### src/rtl/intersection_scheduler.sv
// -----------------------------------------------------------------------------
// intersection_scheduler
//   Two-street traffic light controller with an optional pedestrian phase.
//   All timing is counted in ticks from a free-running prescaler. The phase
//   FSM only moves on tick cycles. The lamp outputs are registered decodes of
//   the state.
//
//   Optional feature macro: PED_CROSS_EN
//     When it is defined, the design adds the ped_req input, the walk output,
//     the PED_WALK phase and the pending-pedestrian latch.
//     When it is undefined, ped_pending is constant 0 and PED_WALK is never
//     entered.
//
// Ports
//   clk      in   system clock, rising edge
//   reset    in   asynchronous reset, active low
//   ta, tb   in   traffic present on street A / B (asynchronous pins)
//   ped_req  in   pedestrian button, asynchronous (PED_CROSS_EN only)
//   la, lb   out  street lights: 00 green, 01 yellow, 10 red
//   walk     out  pedestrian walk lamp (PED_CROSS_EN only)
//   tick     out  one-cycle pulse per timing tick
//   state    out  current phase code (0..6)
// -----------------------------------------------------------------------------
module intersection_scheduler #(
    parameter int TICK_DIV  = 16000000,
    parameter int GREEN_MIN = 5,
    parameter int GREEN_MAX = 20,
    parameter int YELLOW_T  = 2,
    parameter int ALLRED_T  = 1,
    parameter int WALK_T    = 4
) (
    input  logic       clk,
    input  logic       reset,
    input  logic       ta,
    input  logic       tb,
`ifdef PED_CROSS_EN
    input  logic       ped_req,
    output logic       walk,
`endif
    output logic [1:0] la,
    output logic [1:0] lb,
    output logic       tick,
    output logic [2:0] state
);

    typedef enum logic [2:0] {
        A_GREEN   = 3'd0,
        A_YELLOW  = 3'd1,
        ALLRED_AB = 3'd2,
        B_GREEN   = 3'd3,
        B_YELLOW  = 3'd4,
        ALLRED_BA = 3'd5,
        PED_WALK  = 3'd6
    } state_t;

    localparam logic [1:0] L_GRN = 2'b00;
    localparam logic [1:0] L_YEL = 2'b01;
    localparam logic [1:0] L_RED = 2'b10;

    localparam int PW = (TICK_DIV > 1) ? $clog2(TICK_DIV) : 1;
    localparam logic [PW-1:0] PRE_LAST = PW'(TICK_DIV - 1);

    // The dwell timer saturates at GREEN_MAX. If a configured phase is longer
    // than GREEN_MAX, the timer saturates at that phase length instead, so
    // the phase can still end.
    localparam int TSAT_A = (GREEN_MAX > YELLOW_T) ? GREEN_MAX : YELLOW_T;
    localparam int TSAT_B = (ALLRED_T > WALK_T) ? ALLRED_T : WALK_T;
    localparam int TSAT   = (TSAT_A > TSAT_B) ? TSAT_A : TSAT_B;
    localparam int TW     = $clog2(TSAT + 1);
    localparam logic [TW-1:0] T_SAT = TW'(TSAT);

    // A phase of length len ends on the tick on which the number of ticks
    // spent in it, counting this tick, reaches len (that is, timer >= len-1).
    function automatic logic phase_done(input logic [TW-1:0] t, input int len);
        return (int'(t) + 1) >= len;
    endfunction

    // ------------------------------------------------------------------
    // Input synchronizers
    // ------------------------------------------------------------------
    logic [1:0] ta_sync_q, tb_sync_q;
    logic       ta_s, tb_s;
    logic       ped_pend;

    always_ff @(posedge clk or negedge reset) begin
        if (!reset) begin
            ta_sync_q <= '0;
            tb_sync_q <= '0;
        end else begin
            ta_sync_q <= {ta_sync_q[0], ta};
            tb_sync_q <= {tb_sync_q[0], tb};
        end
    end

    assign ta_s = ta_sync_q[1];
    assign tb_s = tb_sync_q[1];

    // ------------------------------------------------------------------
    // Prescaler
    // ------------------------------------------------------------------
    logic [PW-1:0] presc_q, presc_d;
    logic          tick_w;

    assign tick_w  = (presc_q == PRE_LAST);
    assign presc_d = tick_w ? '0 : presc_q + PW'(1);

    always_ff @(posedge clk or negedge reset) begin
        if (!reset) presc_q <= '0;
        else        presc_q <= presc_d;
    end

    assign tick = tick_w;

    // ------------------------------------------------------------------
    // Phase FSM
    // ------------------------------------------------------------------
    state_t        state_q, state_d;
    logic [TW-1:0] timer_q, timer_d;
    logic          walk_from_b_q, walk_from_b_d;
    logic          entering_walk;

    always_ff @(posedge clk or negedge reset) begin
        if (!reset) begin
            state_q       <= A_GREEN;
            timer_q       <= '0;
            walk_from_b_q <= 1'b0;
        end else begin
            state_q       <= state_d;
            timer_q       <= timer_d;
            walk_from_b_q <= walk_from_b_d;
        end
    end

    always_comb begin
        state_d = state_q;
        if (tick_w) begin
            case (state_q)
                A_GREEN:
                    if (phase_done(timer_q, GREEN_MIN) && (tb_s || ped_pend) &&
                        (!ta_s || phase_done(timer_q, GREEN_MAX)))
                        state_d = A_YELLOW;
                A_YELLOW:
                    if (phase_done(timer_q, YELLOW_T)) state_d = ALLRED_AB;
                ALLRED_AB:
                    if (phase_done(timer_q, ALLRED_T))
                        state_d = ped_pend ? PED_WALK : B_GREEN;
                B_GREEN:
                    if (phase_done(timer_q, GREEN_MIN) && (ta_s || ped_pend) &&
                        (!tb_s || phase_done(timer_q, GREEN_MAX)))
                        state_d = B_YELLOW;
                B_YELLOW:
                    if (phase_done(timer_q, YELLOW_T)) state_d = ALLRED_BA;
                ALLRED_BA:
                    if (phase_done(timer_q, ALLRED_T))
                        state_d = ped_pend ? PED_WALK : A_GREEN;
                PED_WALK:
                    // After the walk, serve the street opposite the last green.
                    if (phase_done(timer_q, WALK_T))
                        state_d = walk_from_b_q ? A_GREEN : B_GREEN;
                default: state_d = A_GREEN;
            endcase
        end
    end

    assign entering_walk = (state_d == PED_WALK) && (state_q != PED_WALK);

    always_comb begin
        walk_from_b_d = walk_from_b_q;
        if (entering_walk) walk_from_b_d = (state_q == ALLRED_BA);
    end

    always_comb begin
        timer_d = timer_q;
        if (state_d != state_q)              timer_d = '0;
        else if (tick_w && timer_q != T_SAT) timer_d = timer_q + TW'(1);
    end

    // ------------------------------------------------------------------
    // Pedestrian request latch
    // ------------------------------------------------------------------
`ifdef PED_CROSS_EN
    logic [1:0] ped_sync_q;
    logic       ped_pend_q, ped_pend_d;
    logic       walk_q, walk_d;

    // Entering the walk phase consumes the request. A press during the walk
    // sets the latch again, so it is served at the next all-red.
    always_comb begin
        ped_pend_d = ped_pend_q;
        if (entering_walk)      ped_pend_d = 1'b0;
        else if (ped_sync_q[1]) ped_pend_d = 1'b1;
    end

    assign walk_d = (state_d == PED_WALK);

    always_ff @(posedge clk or negedge reset) begin
        if (!reset) begin
            ped_sync_q <= '0;
            ped_pend_q <= 1'b0;
            walk_q     <= 1'b0;
        end else begin
            ped_sync_q <= {ped_sync_q[0], ped_req};
            ped_pend_q <= ped_pend_d;
            walk_q     <= walk_d;
        end
    end

    assign ped_pend = ped_pend_q;
    assign walk     = walk_q;
`else
    assign ped_pend = 1'b0;
`endif

    // ------------------------------------------------------------------
    // Registered lamp decode. It is taken from state_d so that the lamps
    // change on the same edge as state_q.
    // ------------------------------------------------------------------
    logic [1:0] la_q, la_d, lb_q, lb_d;

    always_comb begin
        la_d = L_RED;
        lb_d = L_RED;
        case (state_d)
            A_GREEN:  la_d = L_GRN;
            A_YELLOW: la_d = L_YEL;
            B_GREEN:  lb_d = L_GRN;
            B_YELLOW: lb_d = L_YEL;
            default: ;
        endcase
    end

    always_ff @(posedge clk or negedge reset) begin
        if (!reset) begin
            la_q <= L_GRN;
            lb_q <= L_RED;
        end else begin
            la_q <= la_d;
            lb_q <= lb_d;
        end
    end

    assign la    = la_q;
    assign lb    = lb_q;
    assign state = state_q;

endmodule

### config.mk
export PLATFORM = sky130hd
export DESIGN_NAME = intersection_scheduler
export DESIGN_NICKNAME = d
export VERILOG_FILES = /design/src/rtl/intersection_scheduler.sv
export SDC_FILE = /design/constraint.sdc
export NUM_CORES = 1
export LEC_CHECK = 0
export CORE_MARGIN = 3
export CORE_UTILIZATION = 30
export DETAILED_ROUTE_END_ITERATION = 8
export GPL_TIMING_DRIVEN = 0
export MAX_ROUTING_LAYER = met4
export SYNTH_ARGS = -nofsm -noshare
export SYNTH_HDL_FRONTEND = slang
export SYNTH_SLANG_ARGS = --single-unit
export TNS_END_PERCENT = 30
### constraint.sdc
create_clock -name clk -period 3.95 [get_ports clk]
set_clock_uncertainty 0.1 [all_clocks]
set_input_delay 0.5925 -clock clk [delete_from_list [all_inputs] [get_ports clk]]
set_output_delay 0.5925 -clock clk [all_outputs]
set_load 0.005 [all_outputs]
# Yosys cells after proc, flatten, opt, wreduce, memory -nomap -nowiden
# Cells that the tools add are included.
[classes]
eq_ne = 14
n_lt_le_gt_ge = 5
n_reduce_logical = 13
add_sub_neg = 3
n_mux = 15
[op_table]
columns = ["op", "count"]
rows = [
  ["$ge A32 B2 Y1 const B", 1],
  ["$ge A32 B3 Y1 const B", 1],
  ["$ge A32 B4 Y1 const B", 1],
  ["$ge A32 B6 Y1 const B", 1],
  ["$add A24 B1 Y24 const B", 1],
  ["$eq A24 B24 Y1 const B", 1],
  ["$mux W24", 1],
  ["$mux W3", 8],
  ["$pmux W3 S7", 1],
  ["$eq A3 B3 Y1 const B", 5],
  ["$mux W5", 2],
  ["$eq A3 B2 Y1 const B", 3],
  ["$pmux W2 S2", 2],
  ["$add A5 B1 Y6 const B", 1],
  ["$eq A3 B1 Y1 const B", 2],
  ["$ge A6 B3 Y1 const B", 1],
  ["$logic_and A1 B1 Y1", 6],
  ["$logic_not A3 Y1", 2],
  ["$add A5 B1 Y5 const B", 1],
  ["$ne A5 B5 Y1 const B", 1],
  ["$ne A3 B3 Y1", 1],
  ["$ne A3 B3 Y1 const B", 1],
  ["$logic_not A1 Y1", 2],
  ["$logic_or A1 B1 Y1", 2],
  ["2 further kinds", 2],
]
[word_totals]
register_bits = 41

# Longest topological paths before layout
[depth]
ltp_word = 9
ltp_mapped = 10
ltp_nobuf = 9

# Worst setup path after synthesis
# No wires, ideal clock.
[synth_timing]
path_type = "register to register"
from = "register timer_q[0]"
to = "register timer_q[3]"
setup_slack_ns = 1.166
synth_period_minus_slack_ns = 2.784
arrival_ns = 2.607
path_stages_with_launch = 10
setup_ns = 0.077
cell_sequence = "dfrtp_1 ha_1 buf_6 nand2_8 or4_4 a211o_1 a222oi_1 a21oi_1 nand2b_1 a21oi_1"
[synth_between]
elab_chain_cells = 9
elab_cells_between_ends = 28
[synth_rtl]
columns = ["element", "line", "source"]
rows = [
  ["start: declaration", "118", "logic [TW-1:0] timer_q, timer_d;"],
  ["start signal: assignment", "129", "timer_q <= timer_d;"],
  ["$add A5 B1 Y6", "75", "return (int'(t) + 1) >= len;"],
  ["$ge A32 B4 Y1 / $ge A32 B6 Y1 (equally long branches)", "75", ""],
  ["$logic_and A1 B1 Y1, or another cell as far along", "148", "if (phase_done(timer_q, GREEN_MIN) && (ta_s || ped_pend) &&"],
  ["$logic_and A1 B1 Y1, on equally long branches", "148, 139", ""],
  ["$mux W3, on equally long branches", "148, 139", ""],
  ["$pmux W3 S7", "137", "case (state_q)"],
  ["$mux W3", "136", "if (tick_w) begin"],
  ["$ne A3 B3 Y1", "174", "if (state_d != state_q) timer_d = '0;"],
  ["$mux W5 / $reduce_bool A2 Y1 (equally long branches)", "--", ""],
]
# Several ways; a longest one is shown, not always the timed one. The select of a mux whose other input is x is not followed.
# A chain may end at the register's enable or synchronous reset.

# Final worst setup path
[layout_timing]
from = "register presc_q[0]"
to = "output port tick"
[layout_between]
elab_chain_cells = 1
[layout_rtl]
columns = ["element", "line", "source"]
rows = [
  ["start: declaration", "101", "logic [PW-1:0] presc_q, presc_d;"],
  ["start signal: assignment", "109", "else presc_q <= presc_d;"],
  ["$eq A24 B24 Y1", "104", "assign tick_w = (presc_q == PRE_LAST);"],
  ["end: declaration", "42", "output logic tick,"],
]
# Every way passes these cells.

==> impl_metrics.ini <==
[status]
outcome = finished clean

[power_and_ir_drop]
p_per_area_mw_per_mm2 = 302
power_frac_seq_pct = 53.5
p_sw_share_pct = 20.0
p_sw_mw = 0.158
irDropWorstVdd_mv = 0.183
power_leakage_nw = 1.18
p_clk_share_pct = 44.7
comb_power_share_pct = 1.8
internal_power_mw = 0.632

[clock_tree]
cts_sinks = 41
cts.clk_slew.worst_paths_ns = 0.08
cts_tree = built
postCtsSetupBuffers = 0
cts_buffer_depth = 2
holdBufCountCts = 0
cts_buffers = 5
clk_latency_ns = 0.30
cts_resized = 0
cts_root_buf = clkbuf_8
htreeDepth = 2

[synth]
synthAdderAreaFrac_pct = 1.68
ys_warn_count = 0
yosysSeqAreaShare_pct = 45.9
muxShareOfSynthArea_pct = 0.503
synth_compound_area_share_pct = 12.1
yosys.area.top_type = dfrtp_1
synth-edff-count = 0
synth.area.top_cells = dfrtp_1 45%, xor2_1 5.1%, nor2_1 4.0%, xnor2_1 3.5%, nand2_1 3.2%
synth-xor-area-share_pct = 8.60
yosys.area_share.simple_pct = 26.1
synth_area_mm2 = 0.00224
synth_top_family_by_area = simple AND/OR/NAND/NOR gates
syn_inst = 232
synthFlopType = dfrtp_1
synth_seq_cells = 41
async_flop_share_pct = 100
synth_nets = 239
yosys.area.top_type_share_pct = 44.7
ys_types = 53
avgSynthCellArea_um2 = 9.65

[setup_path]
critPathMaxFanout = 10
crit_chain = ha_1 > and4_1 > nand3_1 > or3_1 > inv_1 > clkbuf_1 > clkbuf_2 > clkdlybuf4s50_1
reg2reg_depth = 9
cpPeakStageDelay_ns = 0.54
worst_ep_required_time_ns = 3.26
startpoint_type = register
arrival_ns = 3.03
slowest_stage = clkdlybuf4s50_1
critPathCaptureType = output port
regToRegSetupSlack_ns = 0.77
path_class = reg -> out

[place]
dpl.hpwl_mm = 3.19
place_congestion = 0.844
portBuffers = 11

[detailed_routing]
ant_nets = 0
drc = 0
vias = 1718
drt_wl_total_mm = 4.31
drt_first_pass_iters = 5
drtIter0Drc = 74
drt-vias-per-instance = 4.94
post_drt_wl_per_cell_um = 12.4

[global_route]
antenna_found_initial = 0
grt_max_degree = 23
grt_pass1_wl_mm = 7.55
grtUsageTotal_pct = 11.2
grt_pass1_vias = 1598
grt_overflow_total = 0

[floorplanning]
die_h_um = 92.4
initial_core_util_pct = 31.9
rows = 30
fp.dieArea_mm2 = 0.00854
coreArea_mm2 = 0.00702
die_width_um = 92.4
pin_count = 12

[timing]
tightest_slew_ns = 0.937
slew_violations = 0
fmax_mhz = 268
finalCritPeriodShare_pct = 94.3
setup_viol = 0
relSlewSlack_pct = 37.5
setup_tns_ns = 0
hold_slack_ns = 0.138
rsz0062_at_grt = no
post-route-min-period_ns = 3.73
final-hold-violation-count = 0

[min_path]
hold_path.class = in -> async

[finish]
nNetsFinal = 258
nFillCells = 719
drive_above_1_share_pct = 10.7
syn_to_final_growth_pct = 16.7
antenna-diode-count = 0

[flow_run]
maxCapViolations = 0
[kinds of logic after synthesis]
kind of cell             Yosys count
flip-flops                        41
XOR/XNOR                          22
AND/OR/NAND/NOR                  106
multiplexers                       1
AO/OA/AOI/OAI                     40
buffers and inverters             19
adder cells (fa/ha/maj)            3
[final timing paths]
path                                   startpoint                      to
max in group asynchronous                   reset    presc_q[1]$_DFF_PN0_
setup reg to reg           timer_q[0]$_DFFE_PN0P_  timer_q[3]$_DFFE_PN0P_
min in group clk           ta_sync_q[0]$_DFF_PN0_  ta_sync_q[1]$_DFF_PN0_
setup / recovery             presc_q[0]$_DFF_PN0_                    tick
hold / removal                              reset   presc_q[18]$_DFF_PN0_
hold reg to reg            ta_sync_q[0]$_DFF_PN0_  ta_sync_q[1]$_DFF_PN0_
[per-layer routing]
metal  global-route usage [%]  vias up  wire length [µm]
li1                         -      863                 -
met1                     15.2      815              2230
met2                     16.4       37              1870
met3                     3.25        3               185
met4                     2.72        0                23
met5                        -        -                 0
[synth_stat cells (5+ instances only)]
cell / count
nand3_1: 11
nand4_1: 8
and3_1: 6
nor2_1: 24
nand2_1: 19
inv_1: 8
a21oi_1: 13
xnor2_1: 9
nor3_1: 9
dfrtp_1: 40
o21ai_0: 5
xor2_1: 13
[power by group through the flow]
stage          sequential (mW)  combinational, mW  clock, mW
2_1_floorplan            0.431           0.000954          0
3_3_place_gp             0.431             0.0123          0
3_5_place_dp             0.431             0.0154          0
4_1_cts                  0.423             0.0153      0.363
5_1_grt                  0.423             0.0168      0.377
6_report                 0.423             0.0145      0.353
[per-stage QoR]
| step | setup WS, ns | std cells | area (µm²) | power, mW | util (%) |
|---|---|---|---|---|---|
| floorplan | 1.17 | 232 | 2240 | 0.432 | - |
| global placement | 0.361 | 339 | 2470 | 0.444 | 35.2 |
| detailed placement | 0.390 | 340 | 2490 | 0.447 | 35.5 |
| CTS | 0.0431 | 348 | 2610 | 0.801 | 37.2 |
| global route | 0.0150 | 348 | 2610 | 0.817 | 37.2 |
| finish | 0.223 | 348 | 2610 | 0.790 | 37.2 |
[critical path: cells and delay by family (launching register included)]
family                   cells  cell delay [ns]
buffers and inverters        4             1.38
flip-flops                   1             0.42
AND/OR/NAND/NOR              3             0.68
adder cells (fa/ha/maj)      1             0.27
[registers in the layout (all words and copies together), names as in the netlist]
name / count
tb_sync_q: 2
la: 2
state: 3
ta_sync_q: 2
walk_from_b_q: 1
timer_q: 5
lb: 2
presc_q: 24
[cells in the final DEF, fill, tap and decap left out, types with 4 or more instances in the layout]
cell type	synthesis	layout
clkdlybuf4s50_1	0	10
a21oi_1	13	13
and3_1	6	6
nor3_1	9	9
o21ai_0	5	5
nand3_1	11	11
nor2_1	24	24
clkbuf_8	0	6
xor2_1	13	13
nand2_1	19	19
buf_6	4	4
nand4_1	8	8
dfrtp_1	40	40
xnor2_1	9	9
inv_1	8	8
[cell type report]
class	count	area, µm²	share of cell area [%]
multi-input cells	172	1100	42.0
flip-flops and latches	41	1030	39.3
repair buffers	12	133	5.07
well taps	96	120	4.60
clock buffers	6	82.6	3.16
plain buffers	10	82.6	3.16
clock inverters	2	37.5	1.44
inverters	9	33.8	1.29
Note: power is estimated with default switching activity, not from simulation.
